File: src/rtl/mem_port_pkg.sv
// Shared types and encodings for the memory-port sequencer.
package mem_port_pkg;

  typedef enum logic [1:0] {
    IDLE   = 2'd0,
    ACCESS = 2'd1,
    RESP   = 2'd2
  } state_t;

  localparam logic [1:0] SZ_B = 2'd0;
  localparam logic [1:0] SZ_H = 2'd1;
  localparam logic [1:0] SZ_W = 2'd2;
  localparam logic [1:0] SZ_D = 2'd3;

  localparam logic [1:0] FC_NONE     = 2'd0;
  localparam logic [1:0] FC_MISALIGN = 2'd1;
  localparam logic [1:0] FC_TIMEOUT  = 2'd2;

endpackage

File: src/rtl/mem_lane_align.sv
// Byte-lane steering: store data/enables shifted up by the lane offset, load data
// shifted down, truncated and sign/zero extended. Purely combinational.
module mem_lane_align
  import mem_port_pkg::*;
#(
  parameter int XLEN  = 64,
  parameter int BE_W  = XLEN / 8,
  parameter int OFF_W = $clog2(XLEN / 8)
) (
  input  logic [1:0]       i_st_size,
  input  logic [OFF_W-1:0] i_st_off,
  input  logic [XLEN-1:0]  i_st_data,
  output logic [XLEN-1:0]  o_st_data,
  output logic [BE_W-1:0]  o_st_be,
  input  logic [1:0]       i_ld_size,
  input  logic [OFF_W-1:0] i_ld_off,
  input  logic             i_ld_unsigned,
  input  logic [XLEN-1:0]  i_ld_data,
  output logic [XLEN-1:0]  o_ld_data
);

  logic [BE_W-1:0] w_mask;
  logic [XLEN-1:0] w_shift;
  logic [XLEN-1:0] w_keep;
  logic            w_sign;

  always_comb begin
    w_mask = '1;
    case (i_st_size)
      SZ_B:    w_mask = BE_W'(4'h1);
      SZ_H:    w_mask = BE_W'(4'h3);
      SZ_W:    w_mask = BE_W'(4'hF);
      default: w_mask = '1;
    endcase
    o_st_be   = w_mask << i_st_off;
    o_st_data = i_st_data << {i_st_off, 3'b000};
  end

  always_comb begin
    w_shift = i_ld_data >> {i_ld_off, 3'b000};
    w_keep  = '1;
    w_sign  = w_shift[XLEN-1];
    case (i_ld_size)
      SZ_B: begin w_keep = XLEN'(8'hFF);         w_sign = w_shift[7];  end
      SZ_H: begin w_keep = XLEN'(16'hFFFF);      w_sign = w_shift[15]; end
      SZ_W: begin w_keep = XLEN'(32'hFFFF_FFFF); w_sign = w_shift[31]; end
      default: begin w_keep = '1;                w_sign = w_shift[XLEN-1]; end
    endcase
    o_ld_data = (w_shift & w_keep) | ({XLEN{w_sign & ~i_ld_unsigned}} & ~w_keep);
  end

endmodule

File: src/rtl/mem_port_seq.sv
// Merges fetch and data requests onto one memory port; ack 2 cycles after sampling + mem wait cycles,
// faults ack after 1. Requests are held until ack. MEM_PORT_SEQ_TIMEOUT_EN adds a MAX_WAIT timeout.
module mem_port_seq
  import mem_port_pkg::*;
#(
  parameter int XLEN     = 64,
  parameter int ADDR_W   = 64,
  parameter int MAX_WAIT = 15
) (
  input  logic                CLK,
  input  logic                RST,
  input  logic                fetch_req,
  input  logic [ADDR_W-1:0]   fetch_addr,
  output logic                fetch_ack,
  output logic [31:0]         fetch_instr,
  input  logic                data_req,
  input  logic                data_we,
  input  logic [1:0]          data_size,
  input  logic                data_unsigned,
  input  logic [ADDR_W-1:0]   data_addr,
  input  logic [XLEN-1:0]     data_wdata,
  output logic                data_ack,
  output logic [XLEN-1:0]     data_rdata,
  output logic                fault,
  output logic [1:0]          fault_cause,
  output logic                mem_req,
  output logic                mem_we,
  output logic [ADDR_W-1:0]   mem_addr,
  output logic [XLEN/8-1:0]   mem_be,
  output logic [XLEN-1:0]     mem_wdata,
  input  logic                mem_rdy,
  input  logic [XLEN-1:0]     mem_rdata
);

  localparam int BE_W  = XLEN / 8;
  localparam int OFF_W = $clog2(BE_W);
  localparam bit HAS_D = (XLEN == 64);

  state_t r_state, w_next;

  logic              r_is_data, r_we, r_unsigned, r_fault;
  logic [1:0]        r_size, r_cause;
  logic [OFF_W-1:0]  r_offset;
  logic [ADDR_W-1:0] r_addr;
  logic [BE_W-1:0]   r_be;
  logic [XLEN-1:0]   r_wdata, r_rdata;

  logic              w_req, w_we, w_unsigned, w_misalign, w_timeout;
  logic [1:0]        w_size;
  logic [2:0]        w_lsb_mask;
  logic [ADDR_W-1:0] w_addr;
  logic [BE_W-1:0]   w_st_be;
  logic [XLEN-1:0]   w_st_data, w_ld_data;

  // Data wins arbitration; a fetch is treated as an unsigned word load.
  always_comb begin
    w_req      = data_req | fetch_req;
    w_addr     = data_req ? data_addr : fetch_addr;
    w_size     = data_req ? data_size : SZ_W;
    w_unsigned = data_req ? data_unsigned : 1'b1;
    w_we       = data_req & data_we;
    w_lsb_mask = 3'b111;
    case (w_size)
      SZ_B:    w_lsb_mask = 3'b000;
      SZ_H:    w_lsb_mask = 3'b001;
      SZ_W:    w_lsb_mask = 3'b011;
      default: w_lsb_mask = 3'b111;
    endcase
    w_misalign = (|(w_addr[2:0] & w_lsb_mask)) | (data_req & (data_size == SZ_D) & ~HAS_D);
  end

  mem_lane_align #(.XLEN(XLEN)) u_align (
    .i_st_size     (w_size),
    .i_st_off      (w_addr[OFF_W-1:0]),
    .i_st_data     (data_wdata),
    .o_st_data     (w_st_data),
    .o_st_be       (w_st_be),
    .i_ld_size     (r_size),
    .i_ld_off      (r_offset),
    .i_ld_unsigned (r_unsigned),
    .i_ld_data     (mem_rdata),
    .o_ld_data     (w_ld_data)
  );

`ifdef MEM_PORT_SEQ_TIMEOUT_EN
  logic [7:0] r_wait;

  always_ff @(posedge CLK or negedge RST) begin
    if (!RST)                            r_wait <= '0;
    else if (r_state == IDLE)            r_wait <= '0;
    else if (r_state == ACCESS && !mem_rdy) r_wait <= r_wait + 8'd1;
  end

  assign w_timeout = (r_state == ACCESS) && !mem_rdy && (r_wait == 8'(MAX_WAIT - 1));
`else
  assign w_timeout = 1'b0;
`endif

  always_ff @(posedge CLK or negedge RST) begin
    if (!RST) r_state <= IDLE;
    else      r_state <= w_next;
  end

  always_comb begin
    w_next = r_state;
    case (r_state)
      IDLE:    if (w_req) w_next = w_misalign ? RESP : ACCESS;
      ACCESS:  if (mem_rdy || w_timeout) w_next = RESP;
      RESP:    w_next = IDLE;
      default: w_next = IDLE;
    endcase
  end

  always_ff @(posedge CLK or negedge RST) begin
    if (!RST) begin
      r_is_data  <= 1'b0;
      r_we       <= 1'b0;
      r_unsigned <= 1'b0;
      r_fault    <= 1'b0;
      r_size     <= '0;
      r_cause    <= FC_NONE;
      r_offset   <= '0;
      r_addr     <= '0;
      r_be       <= '0;
      r_wdata    <= '0;
      r_rdata    <= '0;
    end else begin
      case (r_state)
        IDLE: if (w_req) begin
          r_is_data  <= data_req;
          r_we       <= w_we;
          r_size     <= w_size;
          r_unsigned <= w_unsigned;
          r_offset   <= w_addr[OFF_W-1:0];
          r_addr     <= {w_addr[ADDR_W-1:OFF_W], {OFF_W{1'b0}}};
          r_be       <= w_we ? w_st_be : '1;
          r_wdata    <= w_we ? w_st_data : '0;
          r_rdata    <= '0;
          r_fault    <= w_misalign;
          r_cause    <= w_misalign ? FC_MISALIGN : FC_NONE;
        end
        ACCESS: begin
          if (mem_rdy) begin
            r_rdata <= r_we ? '0 : w_ld_data;
          end else if (w_timeout) begin
            r_fault <= 1'b1;
            r_cause <= FC_TIMEOUT;
          end
        end
        default: ;
      endcase
    end
  end

  // Everything is gated by state so reset clears the port asynchronously.
  assign mem_req     = (r_state == ACCESS);
  assign mem_we      = mem_req & r_we;
  assign mem_addr    = mem_req ? r_addr : '0;
  assign mem_be      = mem_req ? r_be : '0;
  assign mem_wdata   = mem_req ? r_wdata : '0;
  assign fetch_ack   = (r_state == RESP) & ~r_is_data;
  assign data_ack    = (r_state == RESP) & r_is_data;
  assign fetch_instr = fetch_ack ? r_rdata[31:0] : '0;
  assign data_rdata  = data_ack ? r_rdata : '0;
  assign fault       = (r_state == RESP) & r_fault;
  assign fault_cause = (r_state == RESP) ? r_cause : FC_NONE;

endmodule
File: config.mk
export PLATFORM = sky130hd
export DESIGN_NAME = mem_port_seq
export DESIGN_NICKNAME = d
export VERILOG_FILES = /design/src/rtl/mem_port_pkg.sv /design/src/rtl/mem_lane_align.sv /design/src/rtl/mem_port_seq.sv
export SDC_FILE = /design/constraint.sdc
export NUM_CORES = 1
export LEC_CHECK = 0
export ABC_AREA = 1
export CORE_UTILIZATION = 30
export DETAILED_ROUTE_END_ITERATION = 10
export HOLD_SLACK_MARGIN = 0.05
export RECOVER_POWER = 25
export SLEW_MARGIN = 10
export SYNTH_ARGS = -nofsm -noshare
export SYNTH_HDL_FRONTEND = slang
export SYNTH_SLANG_ARGS = --single-unit
export TNS_END_PERCENT = 5
File: constraint.sdc
create_clock -name CLK -period 2 [get_ports CLK]
set_input_delay 0.4 -clock CLK [delete_from_list [all_inputs] [get_ports CLK]]
set_output_delay 0.4 -clock CLK [all_outputs]
set_load 0.02 [all_outputs]
==> impl_metrics.tcl, run 1 <==
set metrics [dict create \
    status "finished with violations" \
    failed_checks "negative setup slack" \
    path_clk_slew_ns 0.06 \
    seq_area_frac_synth_pct 38.9 \
    drtPass1Iterations 5 \
    placed_cell_area_sq_um 19900 \
    path_max_fanout 8 \
    final_cell_mix "628 x nand2_1, 315 x buf_4, 262 x clkdlybuf4s50_1" \
    io_buffers 499 \
    wl_per_cell_um 19.5 \
    powerDensity_nw_per_um2 1190 \
    htree_num_levels 1 \
    cts-root-buf "clkbuf_16" \
    clkSinkCount 208 \
    start_util_pct 30.7 \
    ir_worst_vdd_mv 0.648 \
    route.detailed.drc 0 \
    dp_hpwl_um 47600 \
    dr_total_vias 15800 \
    p_clk_share_pct 20.0 \
    internal-power_mw 13.5 \
    fin_nets 2872 \
    synth_top_cell_by_area "dfrtp_1" \
    endpoint_kind "output pin" \
    synth_cell_types 35 \
    critPathKind "reg -> out" \
    grt_pass1_vias 15400 \
    cp.arrival_ns 1.84 \
    seq_power_share_pct 26.0 \
    nFillCells 4506 \
    avgSynthCellArea_sq_um 6.46 \
    rsz0062_at_grt "true" \
    rows 76 \
    grt_max_degree 65 \
    ys_warn_count 0 \
    num_antenna_cells 0 \
    crit_buf_inv 4 \
    max_slew_margin_pct 34.3 \
    final_antenna_net_count 0 \
    min_period_ns 2.24 \
    synthArstFlopShare_pct 100 \
    cts_tree "done" \
    antenna_found_initial 1 \
    power.switching_mw 11.3 \
    cts-buffers-inserted 27 \
    cts.path.max_buffers 3 \
    final_area_sq_um 20800 \
    pre_cts_ws_ns -0.298 \
    skew_ns 0.00919 \
    leakage_nw 10.1 \
    synth_seq_cells 208 \
    area_delta_synth_final_pct 55.5 \
    drive_above_1_share_pct 20.7 \
    achievable-frequency_mhz 446 \
    hold_viol 0 \
    tightest_slew_ns 0.985 \
    synth_top_area_share_pct 38.9 \
    die_area_sq_um 45400 \
    grt_usage_pct 26.1 \
    p_comb_share_pct 54.1 \
    core_area_sq_um 43600 \
    io_pins 504 \
    finalMaxSlewViolations 0 \
    critPathTopFamily "buffers and inverters" \
    swShare_pct 45.7 \
    setup.worst_path.start_class "flip-flop" \
    max_cap_viol_count 0 \
    cp_cell_sequence "inv_2, nand2_4, nor2_4, inv_8, clkbuf_16, nor2_1, buf_4" \
    worstPathRequired_ns 1.60 \
    synth_area_sq_um 13400 \
    final.period_utilization_pct 112 \
    insertion_delay_ns 0.54 \
    dieHeight_um 213 \
    final_common_cell "nand2_1" \
    die_w_um 213 \
    drt_iter0_markers 1279 \
    hold_path.class "in -> reg" \
    drt_wl_total_um 62800 \
    finalWeightedCongestion 0.965 \
    vias_per_cell 4.91 \
    synth_area_leaders "dfrtp_1 39%, nand2_1 18%, nor2_1 9.3%" \
    slowest_delay_ns 0.39 \
    slowest_stage "dfrtp_1" \
    synth_top_flop_cell "dfrtp_1" \
    grt_overflow_total 0 \
    grt_pass1_wl_um 90200 \
    finalWorstSetupSlack_ns -0.243 \
    synth-edff-count 0 \
    setup_viol 230 \
    synth_cells 2070 \
]
-- per-layer routing --
| metal | vias up | GRT usage, % | wire [um] |
|---|---|---|---|
| met5 | - | 0 | 13 |
| li1 | 7604 | - | - |
| met2 | 641 | 44.8 | 30500 |
| met4 | 2 | 8.93 | 2030 |
| met3 | 100 | 4.71 | 4650 |
| met1 | 7431 | 32.9 | 25600 |
-- cell type report --
| type | instances | area, sq um | share of cell area (%) |
|---|---|---|---|
| Tap cell | 585 | 732 | 3.52 |
| Inverter | 252 | 963 | 4.64 |
| Multi-Input combinational cell | 1463 | 6870 | 33.0 |
| Sequential cell | 208 | 5210 | 25.1 |
| Timing Repair Buffer | 655 | 6100 | 29.4 |
| Clock inverter | 16 | 150 | 0.722 |
| Clock buffer | 33 | 758 | 3.65 |
-- synthesized netlist by cell type, types with 3 or more instances --
cell type and instances:
a21boi_0 5, a21oi_1 72, a22oi_1 12, a31oi_1 69, buf_1 12, buf_2 40, buf_4 12, buf_6 4
clkbuf_1 82, dfrtp_1 208, inv_1 239, inv_2 11, mux2i_1 14, nand2_1 630, nand2_2 4, nand3_1 127
nor2_1 331, o211ai_1 19, o21a_1 7, o21ai_0 94, o21ai_1 6, o21ai_2 3, o221ai_1 16, o22ai_1 35
or2_2 5
-- through the flow --
stage	cells	hold slack [ns]	total power, mW	TNS (ns)	util [%]
CTS	3205	0.403	24.0	-38.08	45.9
finish	3212	0.425	24.8	-35.65	47.7
detailed placement	3154	0.385	19.3	-35.65	45.6
global placement	3154	0.377	19.2	-33.11	45.6
floorplan	2073	0.104	13.5	0	-
global route	3212	0.425	26.3	-55.48	47.7
-- registers in the layout, summed over array words and instances, names as in the netlist --
name / count
r_we: 1
r_size: 2
r_be: 8
r_is_data: 1
r_wdata: 64
r_addr: 61
r_fault: 1
r_rdata: 64
r_state: 2
r_offset: 3
r_unsigned: 1
-- final timing paths --
path,from,end,slack (ns),cells past startpoint
max,r_state[0],data_rdata[57],-0.24,7
min,fetch_addr[47],r_addr[47],0.43,3
max reg2reg,r_offset[0],r_rdata[34],0.02,9
min reg2reg,r_rdata[17],r_rdata[17],0.48,2
max in group asynchronous,RST,r_rdata[60],0.32,3
min in group asynchronous,RST,r_rdata[37],0.57,2
-- worst reg2reg max path: stages, from the launching register on --
cell	delay [ns]
dfrtp_2	0.44
buf_12	0.16
buf_4	0.20
nand2_1	0.08
nand2_1	0.16
o21ai_0	0.38
nor2_1	0.08
o21a_1	0.23
nand2_1	0.08
nand2_1	0.05
-- power groups by stage --
stage | clock, mW | combinational (mW) | sequential, mW
after floorplan | 0 | 7.32 | 6.17
after global placement | 0 | 12.8 | 6.41
after detailed placement | 0 | 12.8 | 6.45
after CTS | 5.06 | 12.6 | 6.41
after global routing | 5.22 | 14.5 | 6.58
final | 4.94 | 13.4 | 6.43
-- logic make-up (layout without fill, tap and decap cells) --
kind of cell | count (synthesis) | in the layout | share of synthesized area (%)
simple gates | 1102 | 1102 | 32.4
buf+inv | 402 | 956 | 12.2
compound gates | 343 | 343 | 15.3
flops | 208 | 208 | 38.9
mux | 14 | 14 | 1.05
other cells | 1 | 4 | 0.0281
-- what timing repair did --
action	CTS	global route
buffers inserted	1	1
hold buffers	1	0
gates resized for setup	1029	265
hold endpoints to repair	51	0
endpoints found under the setup margin	235	281
cloned	0	6
pin swaps	2	3
(Power assumes the default switching activity.)
==> run 2: changes to the inputs <==
--- a/config.mk
+++ b/config.mk
@@ -5,7 +5,6 @@
 export SDC_FILE = /design/constraint.sdc
 export NUM_CORES = 1
 export LEC_CHECK = 0
-export ABC_AREA = 1
 export CORE_UTILIZATION = 30
 export DETAILED_ROUTE_END_ITERATION = 10
 export HOLD_SLACK_MARGIN = 0.05
==> run 2 against run 1 <==
Effect of this change:
- the run still ends with negative setup slack left
- sequential power shrank 2%
- clock-buffer cell count grew 5
- global-route usage shrank 0.55 points
- largest cell class unchanged
- hold slack lost 0.021 ns
==> impl_metrics.tcl, run 2 <==
set metrics [dict create \
    stdcell_count 2703 \
    regToRegEndpoint "r_rdata[17]" \
    synth_top_area_share_pct 39.6 \
    htree_num_levels 1 \
    synth_seq_cells 208 \
    multi_input_area_sq_um 7540 \
    cts_tree "done" \
    dp_hpwl_um 45800 \
    cts-root-buf "clkbuf_16" \
    final_common_cell "nand2_1" \
    cts.path.max_buffers 3 \
    achievable-frequency_mhz 429 \
    ys_warn_count 0 \
    reg.largest.list "r_rdata x64, r_wdata x64, r_addr x61" \
    synth_area_leaders "dfrtp_1 40%, mux2i_1 14%, and2_1 11%" \
    skew_ns 0.0143 \
    setup_viol 279 \
    yosys-top-cells-count "266 x nand2_1, 231 x and2_1, 208 x dfrtp_1, 178 x mux2i_1, 126 x o21ai_0" \
    path_clk_slew_ns 0.06 \
    core_area_sq_um 43200 \
    io_pins 504 \
    grt_pass1_vias 14000 \
    synth_top_cell_by_area "dfrtp_1" \
    synth_area_sq_um 13100 \
    drt_iter0_markers 747 \
    final_cell_mix "266 x nand2_1, 262 x clkdlybuf4s50_1, 255 x buf_4" \
    grt_util_met3_pct 5.01 \
    hp-start "data_req" \
    die_area_sq_um 44600 \
    cp_cell_sequence "nor2b_4, buf_12, buf_6, and2_1, clkdlybuf4s15_2" \
    synthArstFlopShare_pct 100 \
    regToRegStartpoint "r_offset[0]" \
    cp.arrival_ns 1.93 \
    setup_tns_ns -49.63 \
    yosysMostFrequentCell "nand2_1" \
    slowest_stage "dfrtp_2" \
    seq_area_frac_synth_pct 39.6 \
    setup.worst_path.start_class "flip-flop" \
    io_buffers 499 \
    dp_cells 2654 \
    max_slew_margin_pct 25.7 \
    crit_start "r_state[0]" \
    drive_above_1_share_pct 27.1 \
    grt_overflow_total 0 \
    rrSetupSlack_ns -0.09 \
    path_max_fanout 19 \
    drt_wl_total_um 58000 \
    rsz0062_at_grt "true" \
    synth_cells 1499 \
    hold_viol 0 \
    grt_pass1_wl_um 86300 \
    endpoint "mem_addr[40]" \
    finalMaxSlewViolations 0 \
    die_w_um 211 \
    grt_usage_pct 25.6 \
    fin_util_pct 48.5 \
    reg2regPathDepth 6 \
    insertion_delay_ns 0.55 \
    endpoint_kind "output pin" \
    start_util_pct 30.4 \
    synth_cell_types 66 \
    leakage_nw 9.81 \
    use_met1_pct 30.2 \
    hold_path.class "in -> reg" \
    drtPass1Iterations 5 \
    final.period_utilization_pct 116 \
    pre_cts_ws_ns -0.586 \
    grt_max_degree 66 \
    grt_use_met2_pct 45.2 \
    busiest_layer "met2" \
    rows 76 \
    wl_per_cell_um 21.5 \
    status "finished with violations" \
    antenna_found_initial 3 \
    avgSynthCellArea_sq_um 8.76 \
    slowest_delay_ns 0.41 \
    dieHeight_um 211 \
    ir_worst_vdd_mv 0.605 \
    tightest_slew_ns 1.12 \
    power_mw 21.8 \
    final_antenna_net_count 0 \
    min_period_ns 2.33 \
    max_cap_viol_count 0 \
    synth_top_flop_cell "dfrtp_1" \
    dr_total_vias 13600 \
    powerDensity_nw_per_um2 1040 \
    regArea_sq_um 5210 \
    fin_nets 2364 \
    finalWeightedCongestion 0.912 \
    cts_setup_buffers 0 \
    failed_checks "negative setup slack" \
    clkSinkCount 208 \
    finalWorstSetupSlack_ns -0.329 \
    route.detailed.drc 0 \
    critPathKind "reg -> out" \
    nFillCells 4246 \
    area_delta_synth_final_pct 59.5 \
    worstPathRequired_ns 1.60 \
    cts-buffers-inserted 26 \
    synth-edff-count 0 \
    vias_per_cell 5.03 \
]
==> run 2: cell count changes after synthesis, sizes merged, moves of 15 or more <==
cell | before | now
nand3 | 127 | 9
and2 | 0 | 232
o22ai | 35 | 10
nand2 | 634 | 266
o21ai | 103 | 167
nor2 | 334 | 66
inv | 250 | 11
a22o | 1 | 16
a31oi | 69 | 9
a211oi | 0 | 24
a21oi | 72 | 31
mux2i | 14 | 179
==> run 2: worst min path at each step <==
stage	slack, ns	end	depth (start not counted)
after detailed placement	0.40	r_rdata[49]	1
after floorplan	0.10	r_addr[10]	0
after CTS	0.37	r_size[0]	3
final	0.40	r_size[0]	3
after global placement	0.41	r_rdata[51]	1
after global routing	0.41	r_size[0]	3
==> run 2: per-layer routing <==
layer | wire (um) | vias up
met5 | 0 | -
met1 | 22700 | 6542
met4 | 2520 | 0
met2 | 28700 | 564
met3 | 4060 | 101
li1 | - | 6382
==> run 2: cells by family (layout without fill, tap and decap cells) <==
group           count (synthesis)  after routing  share of synthesized area [%]
buf+inv                       141            755                           4.70
flops                         208            208                           39.6
compound gates                336            336                           16.4
other cells                     1              6                         0.0285
simple gates                  613            613                           23.2
mux                           200            200                           16.1
==> run 2: stage by stage <==
step           area (sq um)  hold WS (ns)
6_report              20900         0.404
5_1_grt               20900         0.410
4_1_cts               20900         0.370
3_5_place_dp          20100         0.399
3_3_place_gp          20100         0.408
2_1_floorplan         13200         0.104
==> run 2: area by class of cell <==
class | count | share of cell area [%]
Timing Repair Buffer | 698 | 31.3
Multi-Input combinational cell | 1153 | 36.0
Antenna cell | 2 | 0.0239
Tap cell | 585 | 3.49
Sequential cell | 208 | 24.9
Clock inverter | 7 | 0.323
Clock buffer | 38 | 3.71
Inverter | 12 | 0.215
==> run 2: repair_timing <==
item,in CTS,in global routing
resized for setup,808,413
hold buffers,1,0
setup endpoints to repair,289,298
gates cloned,1,0
endpoints found under the hold margin,56,0
pin swaps,5,19
==> run 2: worst max-delay path, delay by kind of cell, from the launching register on <==
kind / cells / cell delay [ns]
buffers and inverters: 3 / 0.61
DFF: 1 / 0.41
and+or+nand+nor: 2 / 0.36
==> run 2: power by group <==
part	switching [mW]	internal, mW	total (mW)
registers	0.849	5.45	6.30
logic	5.98	4.84	10.8
clock network	1.92	2.80	4.72
total	8.75	13.1	21.8
==> run 3: changes to the inputs <==
--- a/config.mk
+++ b/config.mk
@@ -12,5 +12,6 @@
 export SLEW_MARGIN = 10
 export SYNTH_ARGS = -nofsm -noshare
 export SYNTH_HDL_FRONTEND = slang
+export SYNTH_HIERARCHICAL = 1
 export SYNTH_SLANG_ARGS = --single-unit
 export TNS_END_PERCENT = 5
==> run 3 against run 2 <==
Effect of this change:
- the flow still finishes with violations (negative setup slack)
- synthesized cell count rose by 6.3%
- sequential power about the same
- cell area up 7.0%
- combinational power is 17% higher
- hold slack improved by 0.064 ns
- first-iteration DRC count up 50%
- total power is 8.0% higher
- sequential share of layout area decreased by 1.6 points
- die area up 7.7%
- cell count increased by 3.8%
- sequential cell count did not move
- maximum frequency decreased by 0.45%
- critical endpoint is now data_rdata[45]
- largest cell class unchanged
- largest power group unchanged
==> impl_metrics.tcl, run 3 <==
set metrics [dict create \
    status "finished with violations" \
    failed_checks "negative setup slack" \
    yosysMostFrequentCell "and2_1" \
    rrSetupSlack_ns -0.10 \
    final_cell_mix "262 x clkdlybuf4s50_1, 204 x dfrtp_1, 192 x mux2i_1" \
    start_util_pct 30.4 \
    cts.path.max_buffers 3 \
    core_area_sq_um 46600 \
    skew_ns 0.00924 \
    synth_area_sq_um 14200 \
    io_buffers 499 \
    stdcell_count 2807 \
    path_max_fanout 20 \
    rows 79 \
    synth_seq_cells 208 \
    final.period_utilization_pct 117 \
    vias_per_cell 5.05 \
    path_clk_slew_ns 0.06 \
    synth-edff-count 0 \
    hold_depth 2 \
    hold_slack_ns 0.468 \
    synth_top_family_by_area "simple AND/OR/NAND/NOR gates" \
    finalWeightedCongestion 0.932 \
    reg.largest.list "r_rdata x64, r_wdata x64, r_addr x61" \
    powerDensity_nw_per_um2 1050 \
    max_cap_viol_count 0 \
    die_w_um 219 \
    tightest_slew_ns 1.19 \
    grt_pass1_wl_um 87400 \
    dieHeight_um 219 \
    final_common_cell "clkdlybuf4s50_1" \
    route.detailed.drc 0 \
    setup.worst_path.start_class "flip-flop" \
    die_area_sq_um 48100 \
    synth_top_cell_by_area "dfrtp_1" \
    cts_tree "done" \
    num_antenna_cells 0 \
    power_mw 23.6 \
    fin_nets 2446 \
    htree_num_levels 1 \
    dr_total_vias 14200 \
    regToRegStartpoint "r_offset[0]" \
    yosys.area_share.simple_pct 19.0 \
    grt_overflow_total 0 \
    clkSinkCount 208 \
    synth_top_area_share_pct 36.8 \
    finalWorstSetupSlack_ns -0.340 \
    drive_above_1_share_pct 31.8 \
    synth_cell_types 51 \
    synth.area.mux_share_pct 19.0 \
    cts-buffers-inserted 26 \
    ir_worst_vdd_mv 0.633 \
    hp-start "data_unsigned" \
    min_period_ns 2.34 \
    final_antenna_net_count 0 \
    drtPass1Iterations 5 \
    io_pins 504 \
    dp_hpwl_um 46000 \
    worstPathRequired_ns 1.60 \
    cts-root-buf "clkbuf_16" \
    antenna_found_initial 2 \
    setup_viol 290 \
    leakage_nw 10.3 \
    grt_pass1_vias 14200 \
    cp.arrival_ns 1.94 \
    yosys-top-cells-count "241 x and2_1, 208 x dfrtp_1, 196 x mux2i_1, 157 x o21ai_0, 123 x nand2_1" \
    hold_viol 0 \
    synth_compound_area_share_pct 18.1 \
    regToRegEndpoint "r_rdata[47]" \
    seq_area_frac_synth_pct 36.8 \
    synth_fa_ha_area_share_pct 0 \
    hold_path.class "in -> reg" \
    drt_wl_total_um 60700 \
    avgSynthCellArea_sq_um 8.89 \
    rsz0062_at_grt "true" \
    critPathKind "reg -> out" \
    endpoint_kind "output pin" \
    area_delta_synth_final_pct 58.3 \
    drt_iter0_markers 1122 \
    grt_usage_pct 23.9 \
    insertion_delay_ns 0.53 \
    dp_cells 2748 \
    max_slew_margin_pct 20.8 \
    synth_cells 1593 \
    achievable-frequency_mhz 427 \
    ys_warn_count 6 \
    reg2regPathDepth 8 \
    wl_per_cell_um 21.6 \
    finalMaxSlewViolations 0 \
    hold_path_end "r_unsigned" \
    synth_area_leaders "dfrtp_1 37%, mux2i_1 14%, and2_1 11%" \
    grt_max_degree 65 \
    synth_xor_area_share_pct 0 \
    synthArstFlopShare_pct 100 \
    synth_top_flop_cell "dfrtp_1" \
]
[run 3: area by class of cell]
cell class | count | area [sq um]
timing repair buffer | 703 | 6910
sequential | 208 | 5210
multi-input combinational | 1172 | 8410
fill | 4468 | 24200
inverter | 70 | 275
tap | 607 | 759
clock buffer | 40 | 774
clock inverter | 7 | 66.3
[run 3: cell families after synthesis]
logic type,count (synthesis)
simple gates,512
compound gates,406
mux,250
buf+inv,216
flops,208
other cells,1
[run 3: report_power, final]
| group | switching (mW) | total (mW) | internal (mW) |
|---|---|---|---|
| Clock | 1.87 | 4.65 | 2.78 |
| Combinational | 6.66 | 12.6 | 5.97 |
| Sequential | 0.905 | 6.31 | 5.41 |
[run 3: critical path: stages (launching register included)]
cell,delay [ns]
dfrtp_1,0.40
buf_4,0.15
and3b_2,0.22
buf_12,0.16
buf_12,0.15
and2_1,0.16
buf_2,0.17
[run 3: timing repair]
| item | 4_1_cts | 5_1_grt |
|---|---|---|
| setup endpoints to repair | 298 | 300 |
| pin swaps | 4 | 65 |
| cloned | 0 | 8 |
| endpoints found under the hold margin | 33 | 0 |
| buffers inserted | 0 | 3 |
| hold buffers | 1 | 0 |
| gates resized for setup | 825 | 526 |
[run 3: how the worst max path moves through the flow]
| stage | from | endpoint | cells past startpoint |
|---|---|---|---|
| finish | r_state[1] | data_rdata[45] | 6 |
| global route | r_state[1] | data_rdata[45] | 6 |
| CTS | r_state[1] | mem_addr[25] | 6 |
| detailed placement | mem_rdata[47] | r_rdata[17] | 8 |
| global placement | mem_rdata[47] | r_rdata[17] | 8 |
| floorplan | data_req | r_wdata[42] | 7 |
[run 3: layer usage]
metal	up-vias	global-route usage, %	share of wire [%]
met5	-	0	0.021
met4	2	8.36	3.7
met3	103	3.96	7.3
met2	584	41.6	49
met1	6808	29.7	40
li1	6666	-	-
[run 3: through the flow]
| step | worst slack, ns | util [%] | cell area (sq um) | setup TNS, ns |
|---|---|---|---|---|
| 2_1_floorplan | 0.00932 | - | 14200 | 0 |
| 3_3_place_gp | -0.568 | 45.2 | 21100 | -77.75 |
| 3_5_place_dp | -0.583 | 45.2 | 21100 | -79.11 |
| 4_1_cts | -0.418 | 46.6 | 21700 | -87.52 |
| 5_1_grt | -0.422 | 48.1 | 22400 | -89.57 |
| 6_report | -0.340 | 48.1 | 22400 | -58.78 |
